$ cat src/rtl/cpu_types_pkg.sv
// Shared datapath types: bus word type plus the memory arbiter state and its default limits.
package cpu_types_pkg;

  typedef logic [31:0] word_t;

  localparam int unsigned ARB_MAX_DSTREAK = 3;
  localparam int unsigned ARB_TIMEOUT     = 64;

  typedef enum logic [1:0] {ARB_IDLE, ARB_IACC, ARB_DACC} arb_state_t;

endpackage

$ cat src/rtl/memory_arbiter.sv
// Single-port RAM arbiter between instruction fetch and data access; data is favoured, with a
// bounded streak so that fetch cannot starve, and a watchdog that aborts unanswered accesses.
module memory_arbiter
  import cpu_types_pkg::*;
#(
  parameter int unsigned MAX_DSTREAK = ARB_MAX_DSTREAK,
  parameter int unsigned TIMEOUT     = ARB_TIMEOUT
) (
  input  logic  CLK,
  input  logic  RST,
  input  logic  iREN,
  input  word_t iaddr,
  output logic  ihit,
  output word_t iload,
  input  logic  dREN,
  input  logic  dWEN,
  input  word_t daddr,
  input  word_t dstore,
  output logic  dhit,
  output word_t dload,
  output logic  ramREN,
  output logic  ramWEN,
  output word_t ramaddr,
  output word_t ramstore,
  input  word_t ramload,
  input  logic  ram_ack,
  output logic  ram_err
);

  localparam int unsigned SW = $clog2(MAX_DSTREAK + 1);
  localparam int unsigned WW = $clog2(TIMEOUT + 1);

  arb_state_t    state_q, state_d;
  word_t         addr_q, store_q;
  logic          wen_q;
  logic          abort_q;
  logic [SW-1:0] streak_q;
  logic [WW-1:0] wdog_q;
  logic          err_q;

  logic busy, d_req, d_grant, fetch_stale, wdog_expire;

  assign busy        = (state_q != ARB_IDLE);
  assign d_req       = dREN | dWEN;
  assign d_grant     = d_req && (!iREN || (streak_q < SW'(MAX_DSTREAK)));
  // Fetch is stale once the PC drops or redirects away from the address being fetched.
  assign fetch_stale = !iREN || (iaddr != addr_q);
  assign wdog_expire = busy && !ram_ack && (wdog_q == WW'(TIMEOUT - 1));

  always_ff @(posedge CLK) begin
    if (RST) begin
      state_q <= ARB_IDLE;
    end else begin
      state_q <= state_d;
    end
  end

  always_comb begin
    state_d = state_q;
    unique case (state_q)
      ARB_IDLE: begin
        if (d_grant) begin
          state_d = ARB_DACC;
        end else if (iREN) begin
          state_d = ARB_IACC;
        end
      end
      ARB_IACC, ARB_DACC: begin
        if (ram_ack || wdog_expire) begin
          state_d = ARB_IDLE;
        end
      end
      default: state_d = ARB_IDLE;
    endcase
  end

  always_comb begin
    ihit     = (state_q == ARB_IACC) && ram_ack && !abort_q && !fetch_stale;
    dhit     = (state_q == ARB_DACC) && ram_ack;
    iload    = ihit ? ramload : '0;
    dload    = dhit ? ramload : '0;
    ramREN   = (state_q == ARB_IACC) || ((state_q == ARB_DACC) && !wen_q);
    ramWEN   = (state_q == ARB_DACC) && wen_q;
    ramaddr  = busy ? addr_q : '0;
    ramstore = busy ? store_q : '0;
    ram_err  = err_q;
  end

  always_ff @(posedge CLK) begin
    if (RST) begin
      addr_q   <= '0;
      store_q  <= '0;
      wen_q    <= 1'b0;
      abort_q  <= 1'b0;
      streak_q <= '0;
      wdog_q   <= '0;
      err_q    <= 1'b0;
    end else begin
      if (!busy && (state_d == ARB_DACC)) begin
        addr_q  <= daddr;
        store_q <= dstore;
        wen_q   <= dWEN;
      end else if (!busy && (state_d == ARB_IACC)) begin
        addr_q  <= iaddr;
        store_q <= '0;
        wen_q   <= 1'b0;
      end

      if (!busy) begin
        abort_q <= 1'b0;
      end else if (state_q == ARB_IACC) begin
        abort_q <= abort_q | fetch_stale;
      end

      wdog_q <= busy ? wdog_q + WW'(1) : '0;

      if (wdog_expire) begin
        err_q <= 1'b1;
      end

      if (!iREN || ihit) begin
        streak_q <= '0;
      end else if (dhit && (streak_q < SW'(MAX_DSTREAK))) begin
        streak_q <= streak_q + SW'(1);
      end
    end
  end

endmodule
$ cat config.mk
export PLATFORM = sky130hd
export DESIGN_NAME = memory_arbiter
export DESIGN_NICKNAME = d
export VERILOG_FILES = /design/src/rtl/cpu_types_pkg.sv /design/src/rtl/memory_arbiter.sv
export SDC_FILE = /design/constraint.sdc
export NUM_CORES = 1
export LEC_CHECK = 0
export CAP_MARGIN = 40
export CORE_ASPECT_RATIO = 0.9
export CORE_MARGIN = 2
export CORE_UTILIZATION = 40
export CTS_CLUSTER_SIZE = 30
export DETAILED_ROUTE_END_ITERATION = 8
export GPL_TIMING_DRIVEN = 0
export HOLD_SLACK_MARGIN = 0.06
export PLACE_DENSITY_LB_ADDON = 0.3
export SYNTH_ARGS = -nofsm -noshare
export SYNTH_HDL_FRONTEND = slang
export SYNTH_SLANG_ARGS = --single-unit
$ cat constraint.sdc
create_clock -name CLK -period 4 [get_ports CLK]
set_clock_uncertainty 0.05 [all_clocks]
set_input_delay 0.4 -clock CLK [delete_from_list [all_inputs] [get_ports CLK]]
set_output_delay 0.4 -clock CLK [all_outputs]
set_load 0.01 [all_outputs]
Yosys cells after proc, flatten, opt, wreduce, memory -nomap -nowiden. Index checks and enable logic that the tools add are counted.

Add/sub/neg operators: 2. Order comparisons: 1. Equal/unequal tests: 6. Muxes and demuxes: 14. Bitwise operators: 3. Reductions and logical operators: 29.

Operator list (number): two-way mux 32 bit (8); != test 32 bit (1); logical AND 1 bit (12); adder 7 x 1 -> 7 bit, second input constant (1); == test 7 x 6 -> 1 bit, second input constant (1); logical NOT 1 bit (6); two-way mux 2 bit (3); OR reduction 2 bit (3); logical OR 1 bit (5); == test 2 x 1 -> 1 bit, second input constant (2); == test 2 bit, second input constant (2); one-hot mux 2 bit (2 select lines) (1); nonzero test 2 bit (2); adder 2 x 1 -> 2 bit, second input constant (1); logical NOT 2 bit (1); less-than comparator 2 bit, second input constant (1); two-way mux 1 bit (2); bitwise OR 1 bit (2); NOT 1 bit (1).

Bits in registers: 78. Bits of input ports: 134. Logic and storage cells: 63.

Logic depth before layout (Yosys ltp). Gate-level depths: netlist (run 1).

Depth in word-level cells: 10. Mapped depth: 9. Mapped depth without buffers: 7.

Least setup slack after synthesis (run 1). OpenSTA, ideal clock, no wires.

Kind: input port to output port. From: input iaddr[20]. To: output iload[24]. Data arrival time: 1.763 ns. Data required time: 3.550 ns. Setup slack: 1.787 ns. Cell stages on the path: 6. Path buffers: 1. Cells stage by stage: xor2_1 nor4_1 nand4_1 nor4_4 buf_6 and2_1.

Word-level cells in the longest chain between the ends: 5.

RTL lines: start: declaration (RTL line memory_arbiter.sv:12) `input word_t iaddr,`; != test 32 bit (RTL line memory_arbiter.sv:47) `assign fetch_stale = !iREN || (iaddr != addr_q);`; logical OR 1 bit (RTL line memory_arbiter.sv:47); logical NOT 1 bit (RTL line memory_arbiter.sv:78) `ihit = (state_q == ARB_IACC) && ram_ack && !abort_q && !fetch_stale;`; logical AND 1 bit (RTL line memory_arbiter.sv:78); net ihit (RTL line memory_arbiter.sv:13) `output logic ihit,`; two-way mux 32 bit (RTL line memory_arbiter.sv:80) `iload = ihit ? ramload : '0;`; end: declaration (RTL line memory_arbiter.sv:14) `output word_t iload,`.

The timed path passes the listed nets, and every way through them passes these cells.

Worst setup path in the final report (run 1).
From: input iaddr[26]. To: output iload[4].

Word-level cells in the longest chain between the ends: 5.

RTL lines (RTL line): != test 32 bit (memory_arbiter.sv:47); logical OR 1 bit (memory_arbiter.sv:47); logical NOT 1 bit (memory_arbiter.sv:78); logical AND 1 bit (memory_arbiter.sv:78); two-way mux 32 bit (memory_arbiter.sv:80).

Every way passes these cells.

==> impl_metrics.yaml, run 1 <==
clocking:
  tritoncts: "yes"
  h-tree-depth: 3
  clk-insertion-delay-late_ns: 0.34
  clock_tree.buffer_depth: 2
  clockRootBuffer: "clkbuf_16"
  tritoncts.num_buffers: 9
  cts.reportedPaths.clkPinSlew_ns: 0.06
  postCtsSetupRepairBufs: 0
  clock_sinks: 78
placement:
  detailed_place_hpwl_um: 12200
  gpl.final_weighted_congestion: 0.842
  preCtsSetupSlack_ns: 0.205
  buffer_ports.inserted: 266
routing:
  via_count: 4724
  first_pass_iters: 5
  routed_via_density: 5.23
  drt-total-wl_um: 15400
  route.detailed.drc: 0
  drt-wirelength-per-cell_um: 17.1
  dr.first_iter.drc_count: 240
  final_antenna_net_count: 0
final_layout:
  nets: 910
  antenna_cells: 0
  synthesis_to_finish_area_growth_pct: 72.8
  layout-drive-gt1-share_pct: 8.65
worst_hold_path:
  hold_path.startpoint: "wdog_q[0]$_SDFF_PP0_"
  min_path_cells: 1
  hold_class: "register to register"
sta:
  fin_ws_ns: 0.276
  hold_viol: 0
  achievable-frequency_mhz: 269
  fin_setup_tns_ns: 0
  timing.final.setup_violations: 0
  final_cycle_utilization_of_the_critical_path_pct: 93.1
  timing.slew.headroom_pct: 60.0
  finalMaxSlewViolations: 0
  finalWorstPathRequiredPeriod_ns: 3.72
  rsz0062_at_grt: "false"
  tightest_slew_ns: 0.595
die:
  die-width_um: 113
  rows: 35
  fp.coreArea_sq_um: 10400
  die_area_sq_um: 11600
  dieHeight_um: 102
  floorplan.initialDensity_pct: 41.5
  top_level_ports: 267
power_and_ir_drop:
  leakage_uw: 0.00310
  powerDensity_nw_per_um2: 326
  max-vdd-ir-drop_uv: 203
synthesis:
  number_of_distinct_library_cells_after_synthesis: 37
  synth_nets: 633
  synthDominantCellAreaShare_pct: 36.2
  synthesis.area_per_instance_sq_um: 8.74
  count_of_flip_flops_with_a_built_in_enable_after_synthesis: 0
  synthDominantAreaCellType: "dfxtp_1"
  synth_cells: 493
  async_flop_share_pct: 0
  ys_seq_elements: 78
  synth-main-ff-cell: "dfxtp_1"
  synth-warning-count: 0
  synth_sequential_area_ratio_pct: 36.2
  syn_area_sq_um: 4310
  post_synth_main_area_contributors: "dfxtp_1 (36%), nor2b_1 (9.7%), o221a_2 (8.4%)"
critical_path:
  reg2reg_depth: 8
  timing.setup.critical_path_class: "input pin to primary output"
  crit_path_max_fanout: 10
  timing.critical_path.from_type: "input pin"
  r2r_start: "state_q[0]$_SDFF_PP0_"
  cp-startpoint: "iaddr[26]"
  worstPathArrival_ns: 3.27
  endpoint_kind: "primary output"
  cp_data_required_time_ns: 3.55
global_routing:
  grt_antenna_before_repair: 0
  largest_net_degree_at_the_start_of_global_routing: 16
  global_route.usage.total_pct: 25.6
  grt_first_pass_wirelength_um: 23500
  grt_remaining_overflow: 0
  first_global_vias: 4740
run_status:
  outcome: "finished clean"
run:
  cap_violations: 0
[worst paths after layout]
kind	end	slack, ns
worst min register to register	wdog_q[0]$_SDFF_PP0_	0.40
worst min-delay path	wdog_q[0]$_SDFF_PP0_	0.40
worst max-delay path	iload[4]	0.28
worst max register to register	addr_q[3]$_SDFFE_PP0P_	1.44
[per-stage QoR]
step / instance area (sq um) / util, % / cells / hold slack, ns / power (uW)
4_1_cts: 7440 / 71.7 / 904 / 0.405 / 2430
6_report: 7440 / 71.7 / 904 / 0.402 / 2430
2_1_floorplan: 4310 / - / 493 / 0.368 / 1240
3_5_place_dp: 7130 / 68.7 / 888 / 0.391 / 1590
5_1_grt: 7440 / 71.7 / 904 / 0.424 / 2530
3_3_place_gp: 7130 / 68.7 / 888 / 0.378 / 1570
[state kept, by name (all words and copies together), names as in the netlist]
signal	count
addr_q	32
wdog_q	7
abort_q	1
state_q	2
wen_q	1
store_q	32
streak_q	2
ram_err	1
[placed cells by master, fill, tap and decap left out, types with 2 or more instances in the layout]
cell type,n
a21oi_1,35
a22o_1,34
and2_1,34
and3_1,32
buf_2,11
buf_6,3
clkbuf_1,24
clkbuf_16,9
clkdlybuf4s50_1,266
dfxtp_1,78
ha_1,6
inv_1,37
inv_6,2
nand2_1,6
nand3_1,6
nand4_1,2
nor2_1,11
nor2b_1,67
nor3_1,8
nor4_1,6
nor4_2,2
o21ai_0,6
o21ai_1,2
o221a_2,32
or3_1,2
xnor2_1,5
xor2_1,31
[synthesized netlist by cell type, drive strengths merged (2+ instances only)]
library cell / number
buf: 14
and3: 32
nor2b: 67
nor3: 8
nor2: 11
o21ai: 8
ha: 6
dfxtp: 78
nand4: 2
nor4: 9
xnor2: 5
and2: 34
nand3: 6
nand2: 6
xor2: 31
a21oi: 35
clkbuf: 24
o221a: 32
a22o: 34
or3: 2
inv: 37
[cell families (layout without fill, tap and decap cells)]
group,Yosys count,after routing,synth area share [%]
xor gates and xnor gates,36,36,7.32
muxes,1,1,0.232
DFF,78,78,36.2
and+or+nand+nor,182,182,25.6
buffers and inverters,75,357,7.38
AOI/OAI and AO/OA,115,115,21.4
adders and majority gates,6,6,1.74
[what timing repair did]
item	CTS	global route
gates resized for setup	0	1
endpoints found under the hold margin	0	0
setup endpoints to repair	0	2
hold buffers	0	0
[area by class of cell]
type / count / area [sq um]
Buffer: 38 / 179
Clock buffer: 9 / 225
Multi-Input combinational cell: 340 / 2430
Timing Repair Buffer: 266 / 2660
Sequential cell: 78 / 1560
Inverter: 37 / 139
Fill cell: 803 / 2940
Tap cell: 129 / 161
Clock inverter: 7 / 80.1
[metal layers]
metal | share of wire [%] | vias up | GRT usage [%]
met5 | 0 | - | 0
met4 | 2.4 | 0 | 9.47
met3 | 7.5 | 27 | 7.35
met2 | 51 | 195 | 47.4
met1 | 39 | 2226 | 28.0
li1 | - | 2276 | -
[power by group]
part | internal, uW | switching (uW) | total, uW
Combinational | 370 | 287 | 658
Sequential | 858 | 60.0 | 918
Clock | 493 | 358 | 850
Total | 1720 | 705 | 2430
[critical path: stages]
cell             delay (ns)
clkdlybuf4s50_1        0.44
xor2_1                 0.16
nor4_1                 0.55
nand4_1                0.29
nor4_4                 0.56
buf_6                  0.20
and2_1                 0.13
clkdlybuf4s50_1        0.54
No activity file was read; power rests on OpenSTA's default activity.
==> inputs of run 2 (changes only) <==
--- a/config.mk
+++ b/config.mk
@@ -6,9 +6,10 @@
 export NUM_CORES = 1
 export LEC_CHECK = 0
 export CAP_MARGIN = 40
-export CORE_ASPECT_RATIO = 0.9
 export CORE_MARGIN = 2
-export CORE_UTILIZATION = 40
+export CORE_UTILIZATION = 41
+export CTS_BUF_LIST = sky130_fd_sc_hd__clkbuf_8
+export CTS_CLUSTER_DIAMETER = 30
 export CTS_CLUSTER_SIZE = 30
 export DETAILED_ROUTE_END_ITERATION = 8
 export GPL_TIMING_DRIVEN = 0
==> run 2 against run 1 <==
Against the previous run: final cell count rose by 0.77%; critical endpoint is now iload[5]; largest cell class unchanged; register-to-register slack gained 0.03 ns; critical path type unchanged; worst setup slack better by 0.056 ns.
==> impl_metrics.yaml, run 2 (synthesis gave the netlist of run 1 again) <==
run_status:
  outcome: "finished clean"
critical_path:
  worstPathArrival_ns: 3.22
  crit_path_max_fanout: 10
  r2r_start: "state_q[0]$_SDFF_PP0_"
  cp-startpoint: "iaddr[30]"
  worst_path_max_delay_cell: "clkdlybuf4s50_1"
  endpoint_kind: "primary output"
  crit_top_cell: "clkdlybuf4s50_1"
  timing.setup.critical_path_class: "input pin to primary output"
  crit_path_cell_trace: "clkdlybuf4s50_1, xor2_1, nor4_1, nand4_1, nor4_4, buf_6, and2_1, clkdlybuf4s50_1"
  timing.critical_path.from_type: "input pin"
  max_stage_delay_ns: 0.55
  cp_data_required_time_ns: 3.55
clocking:
  clock_sinks: 78
  h-tree-depth: 3
  tritoncts: "yes"
  postCtsSetupRepairBufs: 0
  cts_hold_buf: 0
  tritoncts.num_buffers: 9
  cts_repair_resize_count: 0
  clk-insertion-delay-late_ns: 0.35
  clockRootBuffer: "clkbuf_8"
  cts.reportedPaths.clkPinSlew_ns: 0.08
  clock_tree.buffer_depth: 2
run:
  cap_violations: 0
global_routing:
  first_global_vias: 4620
  global_route.usage.met2_pct: 43.5
  global_route.usage.total_pct: 24.8
  grt_busiest_layer: "met2"
  grt_remaining_overflow: 0
  largest_net_degree_at_the_start_of_global_routing: 16
  use_met1_pct: 28.8
  grt_antenna_before_repair: 0
  groute.layer.met3.usage_pct: 6.32
  grt_first_pass_wirelength_um: 22600
final_layout:
  area_taken_by_flip_flops_and_latches_sq_um: 1560
  fill_cells: 833
  final_common_cell: "clkdlybuf4s50_1"
  synthesis_to_finish_area_growth_pct: 69.9
  nets: 910
  antenna_cells: 0
  layout-drive-gt1-share_pct: 8.52
  biggestRegsByFlops: "addr_q: 32 flops, store_q: 32 flops, wdog_q: 7 flops"
  mostFrequentLayoutCells: "clkdlybuf4s50_1 (266), dfxtp_1 (78), nor2b_1 (67)"
  multi_input_area_sq_um: 2430
worst_hold_path:
  hold_path.startpoint: "wdog_q[0]$_SDFF_PP0_"
  hold_class: "register to register"
die:
  die-width_um: 107
  rows: 37
  fp.coreArea_sq_um: 10300
  floorplan.initialDensity_pct: 41.9
  top_level_ports: 267
  dieHeight_um: 107
  die_area_sq_um: 11300
routing:
  dr.first_iter.drc_count: 242
  drt-wirelength-per-cell_um: 16.3
  final_antenna_net_count: 0
  via_count: 4690
  routed_via_density: 5.15
  first_pass_iters: 5
  drt-total-wl_um: 14900
  route.detailed.drc: 0
power_and_ir_drop:
  netsw_uw: 662
  cellInternalPower_uw: 1460
  share_comb_of_total_power_pct: 30.9
  power.share.clock_pct: 25.9
  powerDensity_nw_per_um2: 290
  share_seq_of_total_power_pct: 43.2
  max-vdd-ir-drop_uv: 210
  leakage_uw: 0.00304
  proportion_of_total_power_due_to_net_switching_pct: 31.2
sta:
  fin_setup_tns_ns: 0
  achievable-frequency_mhz: 273
  hold_viol: 0
  finalMaxSlewViolations: 0
  timing.hold.ws_ns: 0.415
  finalWorstPathRequiredPeriod_ns: 3.67
  timing.slew.headroom_pct: 57.0
  final_cycle_utilization_of_the_critical_path_pct: 91.7
  timing.final.setup_violations: 0
  rsz0062_at_grt: "false"
  tightest_slew_ns: 0.639
placement:
  gpl.final_weighted_congestion: 0.861
  detailed_place_hpwl_um: 11800
  buffer_ports.inserted: 266
==> run 2: cell types whose count changed in the layout (fill, tap and decap cells not counted), sizes merged <==
cell and delta:
clkinv +2, inv -1, bufinv -1
==> run 2: layer usage <==
| layer | part of all wire (%) | up-vias | routed length (um) |
|---|---|---|---|
| li1 | - | 2283 | - |
| met2 | 49 | 207 | 7360 |
| met4 | 3.1 | 0 | 463 |
| met1 | 40 | 2166 | 5920 |
| met3 | 7.6 | 34 | 1130 |
| met5 | 0 | - | 0 |
==> run 2: layout make-up <==
type / instances / share of cell area [%]
buffer: 38 / 2.44
clock inverter: 7 / 0.769
timing repair buffer: 266 / 36.4
sequential: 78 / 21.3
inverter: 37 / 1.90
multi-input combinational: 340 / 33.2
clock buffer: 9 / 1.69
tap: 136 / 2.32
==> run 2: power by group through the flow <==
stage / sequential [uW] / clock, uW / combinational (uW)
2_1_floorplan: 916 / 0 / 322
3_3_place_gp: 927 / 0 / 639
3_5_place_dp: 931 / 0 / 654
4_1_cts: 915 / 554 / 658
5_1_grt: 925 / 592 / 703
6_report: 916 / 549 / 656
==> run 2: stage by stage <==
stage               cell area, sq um  util, %  instances  total power (uW)  setup WS [ns]
floorplan                       4310        -        493              1240           1.79
CTS                             7320     71.2        911              2130          0.349
finish                          7320     71.2        911              2120          0.333
global placement                7140     69.5        895              1570          0.364
detailed placement              7140     69.5        895              1590          0.362
global route                    7320     71.2        911              2220          0.165
==> run 2: final timing paths <==
| check | end | slack, ns | cells after the start |
|---|---|---|---|
| max | iload[5] | 0.33 | 8 |
| max reg2reg | addr_q[4]$_SDFFE_PP0P_ | 1.47 | 8 |
| min | wdog_q[0]$_SDFF_PP0_ | 0.41 | 1 |
| min reg2reg | wdog_q[0]$_SDFF_PP0_ | 0.41 | 1 |
==> run 2: worst max-delay path, delay by kind of cell <==
family | cells | cell delay, ns
buffers and inverters | 3 | 1.18
and+or+nand+nor | 4 | 1.45
xor gates and xnor gates | 1 | 0.18
==> inputs of run 3 (changes only) <==
--- a/config.mk
+++ b/config.mk
@@ -15,6 +15,7 @@
 export GPL_TIMING_DRIVEN = 0
 export HOLD_SLACK_MARGIN = 0.06
 export PLACE_DENSITY_LB_ADDON = 0.3
+export REMOVE_ABC_BUFFERS = 1
 export SYNTH_ARGS = -nofsm -noshare
 export SYNTH_HDL_FRONTEND = slang
 export SYNTH_SLANG_ARGS = --single-unit
==> constraint.sdc (replaced) <==
create_clock -name CLK -period 4 [get_ports CLK]
set_clock_uncertainty 0.05 [all_clocks]
set_input_delay 0.4 -clock CLK [delete_from_list [all_inputs] [get_ports CLK]]
set_output_delay 0.4 -clock CLK [all_outputs]
set_load 0.05 [all_outputs]
==> run 3 against run 2 <==
Against the previous run: critical path depth up 1; non-clock buffer count fell by 29; die area unchanged; core utilization is 0.34 points higher; register-to-register slack lost 0.77 ns.
==> impl_metrics.yaml, run 3 (synthesis gave the netlist of run 1 again) <==
run_status:
  outcome: "finished clean"
global_routing:
  grt_remaining_overflow: 0
  grt_antenna_before_repair: 0
  largest_net_degree_at_the_start_of_global_routing: 40
  first_global_vias: 4662
  grt_first_pass_wirelength_um: 22300
  global_route.usage.total_pct: 24.7
die:
  dieHeight_um: 107
  top_level_ports: 267
  die-width_um: 107
  floorplan.initialDensity_pct: 41.9
  die_area_sq_um: 11300
  rows: 37
  fp.coreArea_sq_um: 10300
clocking:
  clock_tree.buffer_depth: 2
  tritoncts: "yes"
  clockRootBuffer: "clkbuf_8"
  h-tree-depth: 3
  cts.reportedPaths.clkPinSlew_ns: 0.07
  cts_hold_buf: 0
  tritoncts.num_buffers: 9
  clk-insertion-delay-late_ns: 0.36
  clock_sinks: 78
final_layout:
  synthesis_to_finish_area_growth_pct: 70.8
  final_common_cell: "clkdlybuf4s50_1"
  nets: 881
  final-instance-count-excl-fill: 882
  layout-drive-gt1-share_pct: 8.58
  biggestRegsByFlops: "addr_q: 32 flops, store_q: 32 flops, wdog_q: 7 flops"
  antenna_cells: 0
  mostFrequentLayoutCells: "clkdlybuf4s50_1 (265), dfxtp_1 (78), nor2b_1 (67)"
  layout.cell_area.non_filler_sq_um: 7360
  area_taken_by_flip_flops_and_latches_sq_um: 1560
  fill_cells: 829
  multi_input_area_sq_um: 2450
sta:
  rsz0062_at_grt: "false"
  hold_viol: 0
  timing.slew.headroom_pct: 39.1
  finalMaxSlewViolations: 0
  finalWorstPathRequiredPeriod_ns: 3.77
  timing.final.setup_violations: 0
  achievable-frequency_mhz: 265
  final_cycle_utilization_of_the_critical_path_pct: 94.2
  tightest_slew_ns: 0.910
power_and_ir_drop:
  max-vdd-ir-drop_uv: 235
  powerDensity_nw_per_um2: 336
  leakage_uw: 0.00305
critical_path:
  cp_data_required_time_ns: 3.55
  timing.setup.critical_path_class: "input pin to primary output"
  timing.critical_path.from_type: "input pin"
  reg2reg_slack_ns: 0.70
  crit_top_cell: "clkdlybuf4s50_1"
  crit_path_max_fanout: 22
  crit_path_cell_trace: "clkdlybuf4s50_1, xor2_1, nor4_1, nand4_1, nor4_4, buf_4, buf_8, and2_1, clkdlybuf4s50_1"
  max_stage_delay_ns: 0.81
  endpoint_kind: "primary output"
  worst_path_max_delay_cell: "clkdlybuf4s50_1"
  worstPathArrival_ns: 3.32
worst_hold_path:
  hold_class: "register to register"
routing:
  drt-total-wl_um: 14900
  routed_via_density: 5.22
  first_pass_iters: 5
  final_antenna_net_count: 0
  via_count: 4607
  drt-wirelength-per-cell_um: 16.9
  dr.first_iter.drc_count: 255
  route.detailed.drc: 0
placement:
  buffer_ports.inserted: 266
  gpl.final_weighted_congestion: 0.834
  placement.cell_area_sq_um: 7080
  detailed_place_hpwl_um: 11200
  place_inst: 864
run:
  cap_violations: 0
[run 3: cell types whose count changed in the layout (fill, tap and decap cells not counted), moves of 2 or more]
| cell | before | now |
|---|---|---|
| buf_6 | 3 | 1 |
| buf_2 | 11 | 1 |
| bufinv_16 | 0 | 3 |
| inv_6 | 2 | 0 |
| clkbuf_1 | 24 | 0 |
| buf_8 | 0 | 5 |
| buf_12 | 0 | 2 |
| clkinv_4 | 3 | 1 |
[run 3: worst paths after layout]
path | startpoint | end | cells past startpoint
max | iaddr[6] | iload[16] | 9
min reg2reg | wdog_q[0]$_SDFF_PP0_ | wdog_q[0]$_SDFF_PP0_ | 1
min | wdog_q[0]$_SDFF_PP0_ | wdog_q[0]$_SDFF_PP0_ | 1
max reg2reg | state_q[0]$_SDFF_PP0_ | addr_q[23]$_SDFFE_PP0P_ | 7
[run 3: power breakdown]
group	leakage, uW	total [uW]	internal, uW	switching [uW]
Clock	0.000124	732	430	301
Sequential	0.000644	916	857	59.2
Combinational	0.00228	825	372	453
[run 3: final cells by class]
type / instances / share of cell area [%]
Inverter: 37 / 1.89
Clock buffer: 10 / 1.87
Sequential cell: 78 / 21.2
Clock inverter: 6 / 1.50
Multi-Input combinational cell: 340 / 33.3
Timing Repair Buffer: 275 / 37.9
Tap cell: 136 / 2.31
[run 3: metal layers]
metal  GRT usage (%)  routed length, um  up-vias
met5               0                  0        -
met4            12.0                444        0
met3            7.42               1280       34
met2            45.5               7690      203
met1            25.5               5480     2160
li1                -                  -     2210
[run 3: critical path: cells and delay by family]
family                 cells  cell delay [ns]
XOR/XNOR                   1             0.15
AND/OR/NAND/NOR            4             1.17
buffers and inverters      4             1.58
[run 3: metrics by stage]
stage,setup slack (ns),hold slack (ns),TNS (ns),total power (uW),util [%]
floorplan,0.212,0.368,0,1380,-
CTS,0.265,0.404,0,2490,71.6
global placement,-1.32,0.379,-91.15,1710,67.7
global route,0.0466,0.435,0,2570,71.6
detailed placement,-0.110,0.391,-1.57,1750,68.9
finish,0.232,0.405,0,2470,71.6
[run 3: repair_timing]
| action | 4_1_cts | 5_1_grt |
|---|---|---|
| gates resized for setup | 0 | 0 |
| setup endpoints to repair | 20 | 0 |
| setup buffers | 2 | 0 |
